`src/rtl/mm_addr_seq.sv`:
```
// Loop-nest address sequencer for the MM engine: walks N x Co x Ci, issues buffer reads and delayed output writes.
// Optional feature macro: MM_PERF_CNT_EN adds the perf_cycles stall-cycle counter port.
module mm_addr_seq #(
    parameter int IN_AW   = 11,
    parameter int W_AW    = 13,
    parameter int OUT_AW  = 11,
    parameter int CI_W    = 8,
    parameter int N_W     = 16,
    parameter int OUT_LAT = 4
) (
    input  logic              clk,
    input  logic              rst,
    input  logic              start,
    input  logic [IN_AW-1:0]  in_base,
    input  logic [W_AW-1:0]   w_base,
    input  logic [OUT_AW-1:0] out_base,
    input  logic [CI_W-1:0]   ci_num,
    input  logic [CI_W-1:0]   co_num,
    input  logic [N_W-1:0]    n_num,
    input  logic              stall,
    output logic              rd_valid,
    output logic [IN_AW-1:0]  rd_in_addr,
    output logic [W_AW-1:0]   rd_w_addr,
    output logic              rd_last,
    output logic              wr_valid,
    output logic [OUT_AW-1:0] wr_addr,
    output logic              busy,
    output logic              done
`ifdef MM_PERF_CNT_EN
    ,
    output logic [31:0]       perf_cycles
`endif
);

    typedef enum logic [1:0] {IDLE, RUN, DRAIN, DONE} state_t;

    localparam logic [OUT_LAT-1:0] LAST_ONLY = OUT_LAT'(1) << (OUT_LAT - 1);

    state_t              state_q, state_d;
    logic [CI_W-1:0]     ciNum_q, ciNum_d, coNum_q, coNum_d;
    logic [N_W-1:0]      nNum_q, nNum_d;
    logic [CI_W-1:0]     ciCnt_q, ciCnt_d, coCnt_q, coCnt_d;
    logic [N_W-1:0]      nCnt_q, nCnt_d;
    logic [W_AW-1:0]     wBase_q, wBase_d;
    logic [IN_AW-1:0]    inRow_q, inRow_d;
    logic [W_AW-1:0]     wRow_q, wRow_d;
    logic [OUT_AW-1:0]   wrNext_q, wrNext_d, wrAddr_q, wrAddr_d;
    logic [OUT_LAT-1:0]  pipe_q, pipe_d;
    logic                rdValid_q, rdValid_d, rdLast_q, rdLast_d;
    logic [IN_AW-1:0]    rdInAddr_q, rdInAddr_d;
    logic [W_AW-1:0]     rdWAddr_q, rdWAddr_d;

    logic                idle, accept, zeroCfg, issue, pipeIn;
    logic                lastCi, lastCo, lastN;
    logic [OUT_LAT:0]    shifted;
    logic [CI_W-1:0]     curCiNum, curCoNum, curCi, curCo;
    logic [N_W-1:0]      curNNum, curN;
    logic [IN_AW-1:0]    curInRow;
    logic [W_AW-1:0]     curWRow, curWBase;

    // In IDLE the first beat is built straight from the ports so it lands the cycle after start.
    always_comb begin
        idle     = (state_q == IDLE);
        curCiNum = idle ? ci_num   : ciNum_q;
        curCoNum = idle ? co_num   : coNum_q;
        curNNum  = idle ? n_num    : nNum_q;
        curCi    = idle ? '0       : ciCnt_q;
        curCo    = idle ? '0       : coCnt_q;
        curN     = idle ? '0       : nCnt_q;
        curInRow = idle ? in_base  : inRow_q;
        curWRow  = idle ? w_base   : wRow_q;
        curWBase = idle ? w_base   : wBase_q;

        zeroCfg = (curCiNum == '0) || (curCoNum == '0) || (curNNum == '0);
        accept  = idle && start;
        issue   = (accept && !zeroCfg) || ((state_q == RUN) && !stall);
        lastCi  = (curCi == curCiNum - CI_W'(1));
        lastCo  = (curCo == curCoNum - CI_W'(1));
        lastN   = (curN  == curNNum  - N_W'(1));

        pipeIn  = rdValid_q && rdLast_q;
        shifted = {pipe_q, pipeIn};
        pipe_d  = shifted[OUT_LAT-1:0];

        state_d    = state_q;
        ciNum_d    = ciNum_q;
        coNum_d    = coNum_q;
        nNum_d     = nNum_q;
        wBase_d    = wBase_q;
        ciCnt_d    = ciCnt_q;
        coCnt_d    = coCnt_q;
        nCnt_d     = nCnt_q;
        inRow_d    = inRow_q;
        wRow_d     = wRow_q;
        wrNext_d   = wrNext_q;
        wrAddr_d   = wrAddr_q;
        rdValid_d  = 1'b0;
        rdLast_d   = 1'b0;
        rdInAddr_d = rdInAddr_q;
        rdWAddr_d  = rdWAddr_q;

        if (shifted[OUT_LAT-1]) begin
            wrAddr_d = wrNext_q;
            wrNext_d = wrNext_q + OUT_AW'(1);
        end

        case (state_q)
            IDLE: begin
                if (start) begin
                    ciNum_d  = ci_num;
                    coNum_d  = co_num;
                    nNum_d   = n_num;
                    wBase_d  = w_base;
                    wrNext_d = out_base;
                    state_d  = zeroCfg ? DONE : RUN;
                end
            end
            RUN: ;
            // Finished once the only pending write is the one on the output and nothing new is entering.
            DRAIN: begin
                if ((pipe_q == LAST_ONLY) && !pipeIn) begin
                    state_d = DONE;
                end
            end
            DONE:    state_d = IDLE;
            default: state_d = IDLE;
        endcase

        if (issue) begin
            rdValid_d  = 1'b1;
            rdLast_d   = lastCi;
            rdInAddr_d = curInRow + IN_AW'(curCi);
            rdWAddr_d  = curWRow + W_AW'(curCi);
            ciCnt_d    = curCi + CI_W'(1);
            coCnt_d    = curCo;
            nCnt_d     = curN;
            inRow_d    = curInRow;
            wRow_d     = curWRow;
            if (lastCi) begin
                ciCnt_d = '0;
                if (!lastCo) begin
                    coCnt_d = curCo + CI_W'(1);
                    wRow_d  = curWRow + W_AW'(curCiNum);
                end else begin
                    coCnt_d = '0;
                    nCnt_d  = curN + N_W'(1);
                    wRow_d  = curWBase;
                    inRow_d = curInRow + IN_AW'(curCiNum);
                    if (lastN) begin
                        state_d = DRAIN;
                    end
                end
            end
        end
    end

    always_ff @(posedge clk or posedge rst) begin
        if (rst) begin
            state_q    <= IDLE;
            ciNum_q    <= '0;
            coNum_q    <= '0;
            nNum_q     <= '0;
            wBase_q    <= '0;
            ciCnt_q    <= '0;
            coCnt_q    <= '0;
            nCnt_q     <= '0;
            inRow_q    <= '0;
            wRow_q     <= '0;
            wrNext_q   <= '0;
            wrAddr_q   <= '0;
            pipe_q     <= '0;
            rdValid_q  <= 1'b0;
            rdLast_q   <= 1'b0;
            rdInAddr_q <= '0;
            rdWAddr_q  <= '0;
        end else begin
            state_q    <= state_d;
            ciNum_q    <= ciNum_d;
            coNum_q    <= coNum_d;
            nNum_q     <= nNum_d;
            wBase_q    <= wBase_d;
            ciCnt_q    <= ciCnt_d;
            coCnt_q    <= coCnt_d;
            nCnt_q     <= nCnt_d;
            inRow_q    <= inRow_d;
            wRow_q     <= wRow_d;
            wrNext_q   <= wrNext_d;
            wrAddr_q   <= wrAddr_d;
            pipe_q     <= pipe_d;
            rdValid_q  <= rdValid_d;
            rdLast_q   <= rdLast_d;
            rdInAddr_q <= rdInAddr_d;
            rdWAddr_q  <= rdWAddr_d;
        end
    end

    assign rd_valid   = rdValid_q;
    assign rd_last    = rdLast_q;
    assign rd_in_addr = rdInAddr_q;
    assign rd_w_addr  = rdWAddr_q;
    assign wr_valid   = pipe_q[OUT_LAT-1];
    assign wr_addr    = wrAddr_q;
    assign busy       = (state_q != IDLE);
    assign done       = (state_q == DONE);

`ifdef MM_PERF_CNT_EN
    logic [31:0] perf_q;

    // Stall cycles while busy; cleared by an accepted start and held after completion.
    always_ff @(posedge clk or posedge rst) begin
        if (rst) begin
            perf_q <= '0;
        end else if (accept) begin
            perf_q <= '0;
        end else if (busy && stall) begin
            perf_q <= perf_q + 32'd1;
        end
    end

    assign perf_cycles = perf_q;
`endif

endmodule

```
`config.mk`:
```
export PLATFORM = sky130hd
export DESIGN_NAME = mm_addr_seq
export DESIGN_NICKNAME = d
export VERILOG_FILES = /design/src/rtl/mm_addr_seq.sv
export SDC_FILE = /design/constraint.sdc
export NUM_CORES = 1
export LEC_CHECK = 0
export CORE_MARGIN = 4
export CORE_UTILIZATION = 50
export DETAILED_ROUTE_END_ITERATION = 7
export DONT_BUFFER_PORTS = 1
export GPL_TIMING_DRIVEN = 0
export SLEW_MARGIN = 20
export SYNTH_ARGS = -nofsm -noshare
export SYNTH_HDL_FRONTEND = slang
export SYNTH_SLANG_ARGS = --single-unit
```
`constraint.sdc`:
```
create_clock -name clk -period 8.5 [get_ports clk]
set_clock_uncertainty 0.1 [all_clocks]
set_input_delay 0.85 -clock clk [delete_from_list [all_inputs] [get_ports clk]]
set_output_delay 0.85 -clock clk [all_outputs]
set_load 0.02 [all_outputs]
```
==> results_dict.tcl, run 1 <==
set metrics [dict create \
    grt_pass1_wl_um 50800 \
    area_growth_pct 9.43 \
    reg2reg_to "state_q[0]" \
    worst_pin_slew_ns 1.01 \
    yosysWarnings 0 \
    detail_route.wl_per_cell_um 21.9 \
    drc 0 \
    layout_min_cycle_time_ns 7.96 \
    grt_usage_pct 27.7 \
    netlist_area_sq_um 10400 \
    synth.most_common_cell "nand2_1" \
    async_flop_share_pct 100 \
    endpoint_kind "flop" \
    critPathLaunchType "flop" \
    timing.fmax_mhz 126 \
    numCtsBuffers 17 \
    dp_slack_ns 0.710 \
    setup_viol 0 \
    htree_levels 4 \
    rrSetupSlack_ns 0.54 \
    fill_cells 1888 \
    hpwl_um 23900 \
    required_ns 8.70 \
    die_w_um 152 \
    post-route-util_pct 56.0 \
    setup_tns_ns 0 \
    crit_type "reg2reg" \
    hold_path.class "in2async" \
    outcome "completed" \
    clock-sinks 155 \
    start_util_pct 51.1 \
    hold_violations 0 \
    yosys.area.top_type_share_pct 37.2 \
    ctsResizeCount 0 \
    first_iter_violations 523 \
    via_count 8881 \
    grt_overflow_total 0 \
    synth.area.top_cells "dfrtp_1 (37%), mux2_2 (6.4%), nand2_1 (5.7%), ha_1 (4.8%), xnor2_1 (4.5%)" \
    netlist-cell-type-count 76 \
    num_antenna_cells 0 \
    fin_ws_ns 0.544 \
    syn-num-nets 1287 \
    cp_slowest_stage_delay_ns 0.72 \
    syn_inst 1172 \
    cts_tree "done" \
    viasPerCell 6.02 \
    fin_crit_sh_pct 93.6 \
    grt_pass1_vias 8789 \
    die-area_sq_um 23200 \
    ys_seq_elements 155 \
    postRouteAntennaNets 0 \
    synth_edf_count 0 \
    ys_seq_area_share_pct 37.2 \
    yosys-top-cells-count "nand2_1 (159), dfrtp_1 (155), a21oi_1 (89), nor2_1 (83), o21ai_0 (64)" \
    maxCapViolCount 0 \
    syn_area_per_cell_sq_um 8.89 \
    regToRegStartpoint "state_q[0]" \
    cts_root_buf "clkbuf_16" \
    reg2regPathDepth 22 \
    crit_path_top_delay_cell "clkbuf_1" \
    holdBufCountCts 0 \
    grt_setup_unrepaired "false" \
    clockBufferDepth 2 \
    coreArea_sq_um 20400 \
    nets 1308 \
    p_per_area_nw_per_um2 205 \
    slew_violations 0 \
    num_rows 52 \
    relSlewSlack_pct 32.3 \
    insertion_delay_ns 0.45 \
    first_pass_iters 5 \
    cp_cell_sequence "nor2_1 -> buf_2 -> buf_2 -> buf_2 -> clkbuf_1 -> buf_2 -> buf_2 -> buf_2 -> clkbuf_1 -> mux2i_1 -> ha_1 -> xor2_1 -> nand3_1 -> o21ai_0 -> o311a_1 -> and4b_1 -> clkbuf_1 -> nand2_1 -> inv_1 -> o2111ai_1 -> nor4b_1 -> a21oi_1" \
    routabilityCongestion 0.907 \
    worst_path_most_repeated_cell "buf_2" \
    yosys.area.top_type "dfrtp_1" \
    cp.arrival_ns 8.15 \
    holdWs_ns 0.226 \
    leakagePower_nw 4.92 \
    drt_wl_total_um 32300 \
    io_buffers 0 \
    antenna_found_initial 0 \
    drive_gt1_share_pct 10.4 \
    die_y_um 152 \
    post_cts_buffers 0 \
    clk_pin_slew_ns 0.07 \
    top_level_ports 111 \
    peakVddDrop_mv 0.124 \
    path_max_fanout 10 \
    grt_max_degree 81 \
    ys.flop_type "dfrtp_1" \
]
[how the worst max path moves through the flow]
stage	endpoint	from	slack (ns)
2_1_floorplan	nCnt_q[13]	state_q[0]	3.35
3_5_place_dp	state_q[0]	state_q[0]	0.71
5_1_grt	state_q[1]	state_q[0]	0.10
6_report	state_q[0]	state_q[0]	0.54
4_1_cts	state_q[1]	state_q[0]	0.63
3_3_place_gp	wRow_q[12]	state_q[0]	0.40
[power by group]
part           switching (mW)  total [mW]  internal [mW]  leakage [nW]
combinational           0.348       0.597          0.249          2.72
clock                   0.382       0.779          0.397         0.289
sequential              0.135       0.959          0.824          1.92
[registers in the layout, indices dropped and copies added (netlist names)]
signal	flops
wBase_q	13
wRow_q	13
rd_w_addr	13
coNum_q	8
coCnt_q	8
ciCnt_q	8
state_q	2
wrNext_q	11
rd_in_addr	11
nCnt_q	16
ciNum_q	8
wr_addr	11
rd_last	1
pipe_q	4
inRow_q	11
rd_valid	1
nNum_q	16
[through the flow]
step | cells | instance area [sq um] | total power [mW]
finish | 1476 | 11400 | 2.33
global route | 1476 | 11400 | 2.46
CTS | 1476 | 11400 | 2.35
detailed placement | 1444 | 10800 | 1.56
global placement | 1442 | 10800 | 1.55
floorplan | 1172 | 10400 | 1.41
[layer usage]
metal / up-vias / global-route usage [%] / routed length [um]
met5: - / 0 / 0
met4: 0 / 10.1 / 928
met3: 57 / 6.56 / 2430
met2: 318 / 43.8 / 14900
met1: 4290 / 37.4 / 14100
li1: 4216 / - / -
[layout make-up]
cell class | count | area, sq um | share of cell area, %
multi-input cells | 928 | 6190 | 54.3
flip-flops and latches | 155 | 3880 | 34.0
clock buffers | 17 | 425 | 3.73
well taps | 270 | 338 | 2.96
plain buffers | 58 | 236 | 2.07
clock inverters | 15 | 173 | 1.51
inverters | 31 | 124 | 1.09
repair buffers | 2 | 32.5 | 0.285
[worst max-delay path: cells and delay by family (launching register included)]
family | cells | cell delay [ns]
buf+inv | 10 | 4.00
simple gates | 5 | 1.31
mux | 1 | 0.68
compound gates | 4 | 0.64
flops | 1 | 0.47
fa+ha+maj | 1 | 0.39
xor+xnor | 1 | 0.15
[placed cells by master (no fill, tap or decap), types with 11 or more instances in the layout]
cell type	count
or3_1	14
and3_1	11
nor3_1	23
dfrtp_1	155
mux2i_1	25
a21o_1	15
o21ai_0	64
nand2_1	159
ha_1	40
a21oi_1	89
clkbuf_1	44
xnor2_1	54
inv_1	30
xor2_1	43
o21bai_1	11
nand3_1	32
nor2_1	83
mux2_2	59
and2_1	26
a31oi_1	17
clkbuf_16	17
[cells by family (layout without fill, tap and decap cells)]
family / Yosys count / count (layout) / share of synthesized area (%)
flip-flops: 155 / 155 / 37.2
buffers and inverters: 89 / 123 / 3.39
multiplexers: 84 / 84 / 8.78
AND/OR/NAND/NOR: 433 / 433 / 20.5
XOR/XNOR: 97 / 97 / 8.16
AO/OA/AOI/OAI: 270 / 270 / 16.4
adder cells (fa/ha/maj): 44 / 44 / 5.57
No activity file was read; power rests on OpenSTA's default activity.
==> run 2: changes to the inputs <==
==> constraint.sdc (replaced) <==
create_clock -name clk -period 10.3 [get_ports clk]
set_clock_uncertainty 0.1 [all_clocks]
set_input_delay 1.03 -clock clk [delete_from_list [all_inputs] [get_ports clk]]
set_output_delay 1.03 -clock clk [all_outputs]
set_load 0.02 [all_outputs]
==> results of run 2 <==
The final DEF is identical to that of run 1. Status: completed.
Among the figures that moved: setup slack after placement 0.710 ns -> 2.51 ns; setup slack after layout 0.544 ns -> 2.34 ns; hold slack 0.226 ns -> 0.279 ns; register-to-register setup slack 0.54 ns -> 2.34 ns; total power 2.33 mW -> 1.93 mW; worst IR drop on VDD 0.124 mV -> 0.102 mV
